<file path="src/rtl/uv_pkg.sv">
// Shared types and timing constants for the ultrasonic range classifier.
// Holds echo class codes, timer FSM states and 50 MHz timing constants.
package uv_pkg;

   typedef enum logic [1:0] {
      CLS_NONE  = 2'd0,
      CLS_BLOCK = 2'd1,
      CLS_FAULT = 2'd2
   } cls_t;

   typedef enum logic [2:0] {
      S_IDLE,
      S_TRIG,
      S_WAIT_RISE,
      S_MEASURE,
      S_GAP
   } state_t;

   localparam int unsigned T_10US = 500;
   localparam int unsigned T_25MS = 1250000;
   localparam int unsigned T_60MS = 3000000;

   // Window edges are excluded; a timeout never classifies.
   function automatic cls_t classify(
      input logic [31:0] w,
      input logic        tmo,
      input int unsigned flo,
      input int unsigned fhi,
      input int unsigned blo,
      input int unsigned bhi
   );
      cls_t c;
      c = CLS_NONE;
      if (!tmo && w > flo && w < fhi)
         c = CLS_FAULT;
      else if (!tmo && w > blo && w < bhi)
         c = CLS_BLOCK;
      return c;
   endfunction

endpackage

</file>
<file path="src/rtl/uv_echo_timer.sv">
// Ultrasonic ping sequencer: trigger, echo rise wait, width measure, gap.
// Ports: clk_50M/reset, enable, UV_echo in; UV_trig, width, valid, tmo out.
module uv_echo_timer
   import uv_pkg::*;
#(
   parameter int unsigned TRIG_CYC    = T_10US,
   parameter int unsigned GAP_CYC     = T_60MS,
   parameter int unsigned TIMEOUT_CYC = T_25MS,
   parameter int unsigned ECHO_W      = 21
) (
   input  logic              clk_50M,
   input  logic              reset,
   input  logic              enable,
   input  logic              UV_echo,
   output logic              UV_trig,
   output logic [ECHO_W-1:0] width,
   output logic              valid,
   output logic              tmo
);

   logic [1:0]  sync;
   logic        echo_s;
   state_t      state;
   state_t      state_n;
   logic [31:0] cnt;
   logic [31:0] cnt_n;
   logic        rec;
   logic        rec_tmo;

   assign echo_s = sync[1];

   always_ff @(posedge clk_50M or posedge reset) begin
      if (reset) begin
         sync  <= '0;
         state <= S_IDLE;
         cnt   <= '0;
         width <= '0;
         valid <= 1'b0;
         tmo   <= 1'b0;
      end else begin
         sync  <= {sync[0], UV_echo};
         state <= state_n;
         cnt   <= cnt_n;
         valid <= rec;
         tmo   <= rec & rec_tmo;
         if (rec)
            width <= rec_tmo ? '0 : cnt[ECHO_W-1:0];
      end
   end

   always_comb begin
      state_n = state;
      cnt_n   = cnt;
      rec     = 1'b0;
      rec_tmo = 1'b0;
      UV_trig = 1'b0;
      unique case (state)
         S_IDLE: begin
            if (enable) begin
               state_n = S_TRIG;
               cnt_n   = '0;
            end
         end
         S_TRIG: begin
            UV_trig = 1'b1;
            if (cnt == TRIG_CYC - 1) begin
               state_n = S_WAIT_RISE;
               cnt_n   = '0;
            end else begin
               cnt_n = cnt + 32'd1;
            end
         end
         S_WAIT_RISE: begin
            // The rise cycle itself is the first high cycle.
            if (echo_s) begin
               state_n = S_MEASURE;
               cnt_n   = 32'd1;
            end else if (cnt == TIMEOUT_CYC - 1) begin
               rec     = 1'b1;
               rec_tmo = 1'b1;
               state_n = S_GAP;
               cnt_n   = '0;
            end else begin
               cnt_n = cnt + 32'd1;
            end
         end
         S_MEASURE: begin
            if (!echo_s) begin
               rec     = 1'b1;
               state_n = S_GAP;
               cnt_n   = '0;
            end else if (cnt == TIMEOUT_CYC) begin
               rec     = 1'b1;
               rec_tmo = 1'b1;
               state_n = S_GAP;
               cnt_n   = '0;
            end else begin
               cnt_n = cnt + 32'd1;
            end
         end
         S_GAP: begin
            if (cnt == GAP_CYC - 1) begin
               state_n = enable ? S_TRIG : S_IDLE;
               cnt_n   = '0;
            end else begin
               cnt_n = cnt + 32'd1;
            end
         end
         default: begin
            state_n = S_IDLE;
            cnt_n   = '0;
         end
      endcase
   end

endmodule

</file>
<file path="src/rtl/uv_range_classifier.sv">
// Classifies echo widths into fault/block windows with streak confirmation.
// Ports: sensor pins, sample/timeout status, pickup/drop events, EM drive.
module uv_range_classifier
   import uv_pkg::*;
#(
   parameter int unsigned TRIG_CYC    = T_10US,
   parameter int unsigned GAP_CYC     = T_60MS,
   parameter int unsigned TIMEOUT_CYC = T_25MS,
   parameter int unsigned ECHO_W      = 21,
   parameter int unsigned FAULT_LO    = 17000,
   parameter int unsigned FAULT_HI    = 19000,
   parameter int unsigned BLOCK_LO    = 8000,
   parameter int unsigned BLOCK_HI    = 10000,
   parameter int unsigned CONFIRM     = 2
) (
   input  logic              clk_50M,
   input  logic              reset,
   input  logic              enable,
   input  logic              UV_echo,
   output logic              UV_trig,
   output logic [ECHO_W-1:0] echo_width,
   output logic              sample_valid,
   output logic              timeout_err,
   output logic              fault_detect,
   output logic              object_drop,
   output logic              block_picked,
   output logic              EM_a1,
   output logic              EM_b1
);

   localparam logic [3:0] CONF = 4'(CONFIRM);

   cls_t       cls;
   cls_t       last_cls;
   logic [3:0] streak;
   logic [3:0] streak_n;
   logic       fire;

   uv_echo_timer #(
      .TRIG_CYC    (TRIG_CYC),
      .GAP_CYC     (GAP_CYC),
      .TIMEOUT_CYC (TIMEOUT_CYC),
      .ECHO_W      (ECHO_W)
   ) u_timer (
      .clk_50M (clk_50M),
      .reset   (reset),
      .enable  (enable),
      .UV_echo (UV_echo),
      .UV_trig (UV_trig),
      .width   (echo_width),
      .valid   (sample_valid),
      .tmo     (timeout_err)
   );

   assign EM_b1 = 1'b0;

   always_comb begin
      cls = classify(32'(echo_width), timeout_err,
                     FAULT_LO, FAULT_HI, BLOCK_LO, BLOCK_HI);
      streak_n = 4'd1;
      if (cls == last_cls)
         streak_n = (streak >= CONF) ? CONF : streak + 4'd1;
      // Fire only on the transition into a full streak.
      fire = sample_valid && (streak_n == CONF) &&
             !((cls == last_cls) && (streak == CONF));
   end

   always_ff @(posedge clk_50M or posedge reset) begin
      if (reset) begin
         last_cls     <= CLS_NONE;
         streak       <= '0;
         fault_detect <= 1'b0;
         object_drop  <= 1'b0;
         block_picked <= 1'b0;
         EM_a1        <= 1'b0;
      end else begin
         fault_detect <= 1'b0;
         object_drop  <= 1'b0;
         EM_a1        <= block_picked;
         if (sample_valid) begin
            last_cls <= cls;
            streak   <= streak_n;
         end
         if (fire) begin
            if (cls == CLS_FAULT) begin
               if (block_picked) begin
                  object_drop  <= 1'b1;
                  block_picked <= 1'b0;
               end else begin
                  fault_detect <= 1'b1;
               end
            end else if (cls == CLS_BLOCK) begin
               block_picked <= 1'b1;
            end
         end
      end
   end

endmodule

</file>
<file path="config.mk">
export PLATFORM = sky130hd
export DESIGN_NAME = uv_range_classifier
export DESIGN_NICKNAME = d
export VERILOG_FILES = /design/src/rtl/uv_pkg.sv /design/src/rtl/uv_echo_timer.sv /design/src/rtl/uv_range_classifier.sv
export SDC_FILE = /design/constraint.sdc
export NUM_CORES = 1
export LEC_CHECK = 0
export CAP_MARGIN = 20
export CORE_ASPECT_RATIO = 1.25
export CORE_MARGIN = 4
export CORE_UTILIZATION = 45
export DETAILED_ROUTE_END_ITERATION = 12
export HOLD_SLACK_MARGIN = 0.08
export PLACE_DENSITY = 0.71
export SLEW_MARGIN = 20
export SYNTH_ARGS = -nofsm -noshare
export SYNTH_HDL_FRONTEND = slang
export SYNTH_HIERARCHICAL = 1
export SYNTH_SLANG_ARGS = --single-unit
export TNS_END_PERCENT = 10
</file>
<file path="constraint.sdc">
create_clock -name clk_50M -period 2.53 [get_ports clk_50M]
set_input_delay 0.3795 -clock clk_50M [delete_from_list [all_inputs] [get_ports clk_50M]]
set_output_delay 0.3795 -clock clk_50M [all_outputs]
set_load 0.02 [all_outputs]
</file>
# --- After elaboration in Yosys (flattened, before gate mapping) ---
# Cells that the tools add are included.
classes:
  order_cmp: 5
  n_mux: 38
  n_bitwise: 1
  reduce_logical: 13
  n_eq_ne: 18
  addsub: 2
op_table:
  columns: ["operator", "count"]
  rows:
  - ["two-way mux 32 bit", 7]
  - ["one-hot mux 32 bit (5 select lines)", 1]
  - ["equality test 32 x 21 -> 1 bit (second input constant)", 2]
  - ["adder 32 x 1 -> 32 bit (second input constant)", 1]
  - ["equality test 32 x 22 -> 1 bit (second input constant)", 1]
  - ["equality test 32 x 9 -> 1 bit (second input constant)", 1]
  - ["greater-than comparator 21 x 13 -> 1 bit (second input constant)", 1]
  - ["greater-than comparator 21 x 15 -> 1 bit (second input constant)", 1]
  - ["less-than comparator 21 x 14 -> 1 bit (second input constant)", 1]
  - ["less-than comparator 21 x 15 -> 1 bit (second input constant)", 1]
  - ["two-way mux 21 bit", 1]
  - ["two-way mux 3 bit", 7]
  - ["two-way mux 1 bit", 16]
  - ["one-hot mux 3 bit (5 select lines)", 1]
  - ["equality test 4 x 2 -> 1 bit (second input constant)", 2]
  - ["two-way mux 4 bit", 2]
  - ["logical AND 1 bit", 7]
  - ["equality test 3 x 2 -> 1 bit (second input constant)", 2]
  - ["AND reduction 5 bit", 1]
  - ["adder 4 x 1 -> 4 bit (second input constant)", 1]
  - ["greater-or-equal comparator 4 x 2 -> 1 bit (second input constant)", 1]
  - ["inequality test 2 x 1 -> 1 bit (second input constant)", 2]
  - ["one-hot mux 1 bit (2 select lines)", 2]
  - ["equality test 3 x 1 -> 1 bit (second input constant)", 1]
  - ["other kinds (13)", 14]
word_totals:
  ff_bits: 70
  input_bits: 4

# --- Logic depth before layout (Yosys ltp) ---
# Gate-level depths: netlist of the first run.
logic_depth:
  ltp_word: 11
  ltp_mapped: 9
  ltp_nobuf: 8

# --- Cells and area by module ---
# The synthesis of the first run kept the hierarchy.
modules_own_cells:
  columns: ["module", "cells_each", "n_inst", "area_per_inst_um2", "seq_area_each_um2"]
  rows:
  - ["uv_echo_timer", 418, 1, 3388.2, 1501.4]
  - ["uv_range_classifier", 81, 1, 691.9, 250.2]

# --- Worst setup path after synthesis of the first run ---
# Ideal clock, no wire load.
synth_timing:
  path_type: "flip-flop to flip-flop"
  startpoint: "register u_timer.cnt[0]"
  endpoint: "register u_timer.state[1]"
  t_arrival_ns: 2.176
  slack_ns: 0.229
  synth_period_minus_slack_ns: 2.301
  path_stages_with_launch: 9
  cell_sequence: "dfrtp_1 inv_1 ha_1 nand2_1 or4_4 nor4_4 a211oi_2 nor3_2 mux2_2"
synth_via:
  elab_chain_len: 3
synth_lines:
  columns: ["element", "line", "rtl"]
  rows:
  - ["start, declared", "uv_echo_timer.sv:25", "logic [31:0] cnt;"]
  - ["start signal, assigned", "uv_echo_timer.sv:43", "cnt <= cnt_n;"]
  - ["equality test 32 x 21 -> 1 bit, or another cell as far along", "uv_echo_timer.sv:92", "end else if (cnt == TIMEOUT_CYC) begin"]
  - ["inequality test 3 bit (no line), or another cell as far along", null, null]
  - ["AND reduction 5 bit (no line) (*)", null, null]
  - ["end signal, assigned", "uv_echo_timer.sv:42", "state <= state_n;"]
  - ["end, declared", "uv_echo_timer.sv:23", "state_t state;"]
# Mark *: on every way between the ends. The rest lies on a longest branch, timed or not.
# A chain may end at the register's enable or synchronous reset.

# --- Worst setup path in the final report of the first run ---
layout_timing:
  startpoint: "register u_timer.cnt[25]"
  endpoint: "register u_timer.state[1]"
# The elaborated chain is that of the path after synthesis.

==> metrics.cfg, run 1 <==
[power_and_ir_drop]
power_mw=3.747
p_leak_nw=2.125
pwr_density_cell_nw_per_um2=756.7
vdd_drop_max_mv=0.2815

[floorplan]
floorplan.rows=38
ios=33
core_um2=8748
start_util_pct=46.64
die_area_um2=10660
die_y_um=114.5
die_w_um=93.17

[clocking]
cts_max_path_buffers=2
cts_sinks=70
path_clk_slew_ns=0.08
cts_root_buf=clkbuf_8
cts_tree=done
htreeDepth=3
cts_setup_buffers=0
numCtsBuffers=9
clock_latency_ns=0.36

[sta]
min_period_over_period_pct=93.94
finClkSkew_ns=0.009099
final-setup-viol-count=0
rsz0062_at_grt=no
tns_ns=0
slew_headroom_pct=65.24
fmax_mhz=420.7
max_slew.worst_pin.slew_ns=0.5167
min_period_ns=2.377
slew_viol_final=0
hold_viol=0

[synth]
synth_area_um2=4080
syn_area_per_cell_um2=8.177
yosys-top-cells-area=dfrtp_1, nand2_1, nand3_1
synth-edff-count=0
yosysUniqueCellTypes=55
synthesis.nets=507
ys_seq_area_share_pct=42.93
synthCells=499
synth_ff_type=dfrtp_1
yosys.area.top_type=dfrtp_1
async_reset_ff_share_pct=100.0
synth.ff_latch_count=70
synth_top_area_share_pct=42.93
ys.warnings.count=6

[run]
cap_viol_max_count=0

[drt]
vias_per_cell=5.729
finalWirelength_um=10530
antenna_left=0
drt_iter0_markers=272
dr.pass1.iters=5
drt-wirelength-per-cell_um=15.67
vias=3850
drcViolationCount=0

[global_route]
use_met3_pct=4.339
grt_max_degree=44
use_met2_pct=34.89
grt_pass1_wl_um=17590
busiest_layer=met2
grt_pass1_vias=3674
grt_overflow=0
grtUsageTotal_pct=20.74
grt.met1_usage_pct=25.37
antenna_found_initial=0

[placement]
place_hpwl_um=7821
place.gp.congestion=0.8716
io_buffers=31

[worst_setup_path]
cp.required_ns=2.77
worstSetupPathType=flop to flop
cp.arrival_ns=2.61
critPathLaunchType=flop
crit_path_end_kind=flop
cp_max_fo=7

[cells_and_area]
num-fill-cells=832
finalNetCount=555
syn_to_final_growth_pct=21.37
diodes=0
final_layout_size_suffix_gt1_share_pct=13.77
layout_common_cells=nand2_1, dfrtp_1, nand3_1
mostFrequentLayoutCell=nand2_1
fin_util_pct=56.61

[worst_hold_path]
hold_class=input port to asynchronous set/reset pin

[status]
status=finished clean

## worst max-delay path, cell delays in order, from the launching register on
cell      delay, ns
dfrtp_1        0.47
nor4_4         0.34
nand3_2        0.25
nor4_1         0.39
buf_4          0.19
a211oi_4       0.05
nor3_2         0.21
mux2_2         0.35
## path summary, 6_finish.rpt
| path | from | to | slack (ns) | cells after the start |
|---|---|---|---|---|
| max | u_timer/cnt[25] | u_timer/state[1] | 0.15 | 7 |
| min | reset | streak[3] | 0.34 | 2 |
| max reg2reg | u_timer/cnt[25] | u_timer/state[1] | 0.15 | 7 |
| min reg2reg | u_timer/sync[0] | u_timer/sync[1] | 0.35 | 0 |
| max in group asynchronous | reset | u_timer/width[20] | 1.56 | 3 |
| min in group clk_50M | u_timer/sync[0] | u_timer/sync[1] | 0.35 | 0 |
## final cells by class
type / count / area, um2 / share of cell area (%)
Clock buffer: 13 / 158.9 / 3.209
Clock inverter: 3 / 42.54 / 0.8590
Inverter: 22 / 82.58 / 1.668
Multi-Input combinational cell: 379 / 2188 / 44.19
Sequential cell: 70 / 1752 / 35.37
Tap cell: 120 / 150.1 / 3.032
Timing Repair Buffer: 65 / 578.1 / 11.67
## repair_timing
| item | in CTS | in global routing |
|---|---|---|
| setup endpoints to repair | 6 | 10 |
| endpoints found under the hold margin | 0 | 0 |
| hold buffers | 0 | 0 |
| pin swaps | 0 | 1 |
| gates resized for setup | 1 | 6 |
## Yosys cell counts, types with 3 or more instances
library cell,number
nand3_1,39
o21ai_0,31
dfrtp_1,70
and2_1,14
nor4_1,14
a21oi_1,4
nand4_1,14
nand2_1,103
clkbuf_1,16
o21ai_1,5
o21a_1,5
buf_2,10
xnor2_1,3
nor3_1,19
nor2b_1,5
ha_1,4
nor4_2,4
o211ai_1,10
a31oi_1,4
and3_1,5
inv_1,22
o22ai_1,25
or2_2,3
nor2_1,30
## flip-flops by register name (all words and copies together), names as in the netlist, 2 cells and up
register and cells:
streak 4, last_cls 2, u_timer/width 21, u_timer/cnt 32, u_timer/state 3, u_timer/sync 2
## metrics by stage
| step | cell area (um2) | hold WS [ns] | cells | worst slack, ns |
|---|---|---|---|---|
| after floorplan | 4080 | 0.2197 | 499 | 0.2291 |
| after global placement | 4703 | 0.3360 | 656 | 0.1446 |
| after detailed placement | 4703 | 0.3373 | 656 | 0.009137 |
| after CTS | 4910 | 0.3454 | 672 | 0.001714 |
| after global routing | 4952 | 0.3566 | 672 | 0.02747 |
| final | 4952 | 0.3424 | 672 | 0.1532 |
## logic make-up after synthesis
kind of cell	synth area share [%]
and+or+nand+nor	34.90
adders and majority gates	1.227
xor gates and xnor gates	0.8588
DFF	42.93
muxes	0.5519
other	0.09191
buffers and inverters	5.090
AOI/OAI and AO/OA	14.35
## routing by layer
metal	vias to the layer above	routed length (um)
li1	1876	-
met1	1826	4403
met2	122	5211
met3	26	617
met4	0	298
met5	-	0
## report_power, final
| part | total (mW) | internal (mW) | switching, mW | leakage, nW |
|---|---|---|---|---|
| Sequential | 1.45 | 1.26 | 0.188 | 0.957 |
| Combinational | 1.36 | 0.539 | 0.819 | 1.07 |
| Clock | 0.939 | 0.509 | 0.430 | 0.0996 |
(Power assumes the default switching activity.)
==> run 2: changes to the inputs <==
--- a/config.mk
+++ b/config.mk
@@ -7,12 +7,10 @@
 export LEC_CHECK = 0
 export CAP_MARGIN = 20
 export CORE_ASPECT_RATIO = 1.25
-export CORE_MARGIN = 4
 export CORE_UTILIZATION = 45
 export DETAILED_ROUTE_END_ITERATION = 12
 export HOLD_SLACK_MARGIN = 0.08
 export PLACE_DENSITY = 0.71
-export SLEW_MARGIN = 20
 export SYNTH_ARGS = -nofsm -noshare
 export SYNTH_HDL_FRONTEND = slang
 export SYNTH_HIERARCHICAL = 1
==> run 2 against run 1 <==
Against the previous run:
- non-clock buffer count decreased by 4
- first-iteration DRC count up 57%
- highest routed layer unchanged
- maximum frequency about the same
- clock skew is essentially flat
- largest cell class unchanged
- sequential share of layout area rose by 0.40 points
- flip-flop and latch count unchanged
- largest power group unchanged
- via count fell by 0.18%
- design area fell by 1.1%
- routed wire length fell by 1.0%
==> metrics.cfg, run 2 (synthesized netlist as in run 1, its figures left out) <==
[global_route]
grtUsageTotal_pct=23.70
grt_max_degree=44
use_met3_pct=3.969
use_met2_pct=40.61
grt_pass1_wl_um=17280
antenna_found_initial=0
busiest_layer=met2
grt_overflow=0
grt.met1_usage_pct=29.01
grt_pass1_vias=3554

[worst_setup_path]
critPathMaxStageDelay_ns=0.36
crit_chain=buf_4 -> ha_1 -> nand3_1 -> nor3_2 -> nor4b_4 -> o22ai_2 -> buf_4 -> o21ai_0 -> o211ai_1
critPathLaunchType=flop
worstSetupPathType=flop to flop
cp.arrival_ns=2.60
crit_path_end_kind=flop
cp_max_fo=29
cp.required_ns=2.76
cp_slowest_cell=dfrtp_1
cp_common_cell=buf_4

[cells_and_area]
mostFrequentLayoutCell=nand2_1
largest-register=u_timer/cnt
syn_to_final_growth_pct=20.02
top_regs=u_timer/cnt: 32 flops, u_timer/width: 21 flops, streak: 4 flops
layout_common_cells=nand2_1, dfrtp_1, nand3_1
num-fill-cells=817
largest_reg_flops=32
diodes=0
final_layout_size_suffix_gt1_share_pct=13.14
final_cells=668
finalNetCount=551

[status]
status=finished clean

[clocking]
htreeDepth=3
cts_sinks=70
cts_max_path_buffers=2
clock_latency_ns=0.36
cts_root_buf=clkbuf_8
path_clk_slew_ns=0.07
cts_tree=done
numCtsBuffers=9

[power_and_ir_drop]
power_frac_seq_pct=40.2
combPwrFrac_pct=36.9
pwr_density_cell_nw_per_um2=736.1
power.internal_mw=2.196
power_mw=3.605
switchingPower_mw=1.408
p_leak_nw=2.094
clockPowerShare_pct=22.9
sw_frac_of_total_pct=39.07
vdd_drop_max_mv=0.3200

[sta]
min_period_ns=2.374
slew_headroom_pct=59.29
hold_viol=0
fmax_mhz=421.2
max_slew.worst_pin.slew_ns=0.6097
tns_ns=0
final-setup-viol-count=0
finClkSkew_ns=0.008635
min_period_over_period_pct=93.85
slew_viol_final=0

[drt]
dr.pass1.iters=7
drt_iter0_markers=426
vias=3843
drt-wirelength-per-cell_um=15.60
vias_per_cell=5.753
finalWirelength_um=10420
drcViolationCount=0
antenna_left=0

[floorplan]
die_area_um2=9454
core_um2=8748
floorplan.rows=38
ios=33
start_util_pct=46.64
die_y_um=108.5
die_w_um=87.17

[placement]
dp_cells=651
io_buffers=31
place_hpwl_um=7481
place.gp.congestion=0.9203

[run]
cap_viol_max_count=0

[worst_hold_path]
hold_class=flop to flop

run 2: power groups by stage:
stage          Combinational, mW  Clock [mW]  Sequential (mW)
4_1_cts                     1.32       0.850             1.45
2_1_floorplan              0.793           0             1.49
3_5_place_dp                1.31           0             1.47
5_1_grt                     1.46       0.887             1.48
6_report                    1.33       0.824             1.45
3_3_place_gp                1.29           0             1.46
run 2: critical path: cells and delay by family, from the launching register on:
family / cells / cell delay, ns
simple gates: 3 / 0.75
compound gates: 3 / 0.51
buf+inv: 2 / 0.39
flops: 1 / 0.36
fa+ha+maj: 1 / 0.24
run 2: path summary, 6_finish.rpt:
check,startpoint,to,slack [ns],cells after the start
worst max-delay path,u_timer/cnt[0],u_timer/cnt[5],0.16,9
worst min-delay path,u_timer/sync[0],u_timer/sync[1],0.35,0
worst max register to register,u_timer/cnt[0],u_timer/cnt[5],0.16,9
worst min register to register,u_timer/sync[0],u_timer/sync[1],0.35,0
max in group asynchronous,reset,u_timer/cnt[14],1.49,3
min in group asynchronous,reset,block_picked,0.36,2
run 2: layer usage:
metal | part of all wire [%] | vias up
met2 | 50 | 131
met4 | 2.7 | 0
met1 | 43 | 1812
li1 | - | 1862
met3 | 4.5 | 38
met5 | 0 | -
run 2: what timing repair did:
action | in CTS | in global routing
hold buffers | 0 | 0
gates resized for setup | 0 | 7
setup endpoints to repair | 0 | 18
setup buffers | 0 | 1
run 2: area by class of cell:
cell class                      count  area [um2]  area share (%)
Multi-Input combinational cell    379        2187           44.66
Sequential cell                    70        1752           35.77
Timing Repair Buffer               61       548.0           11.19
Clock buffer                       13       158.9           3.245
Tap cell                          120       150.1           3.066
Inverter                           22       82.58           1.686
Clock inverter                      3       18.77          0.3832
run 2: metrics by stage:
step           setup slack [ns]  utilization, %  hold WS (ns)  cell area [um2]
3_5_place_dp            0.07811           53.33        0.3365             4666
3_3_place_gp             0.1495           53.33        0.3323             4666
4_1_cts                 0.04871           55.36        0.3549             4843
6_report                 0.1556           55.98        0.3502             4897
5_1_grt                -0.02853           55.98        0.3709             4897
2_1_floorplan            0.2291               -        0.2197             4080
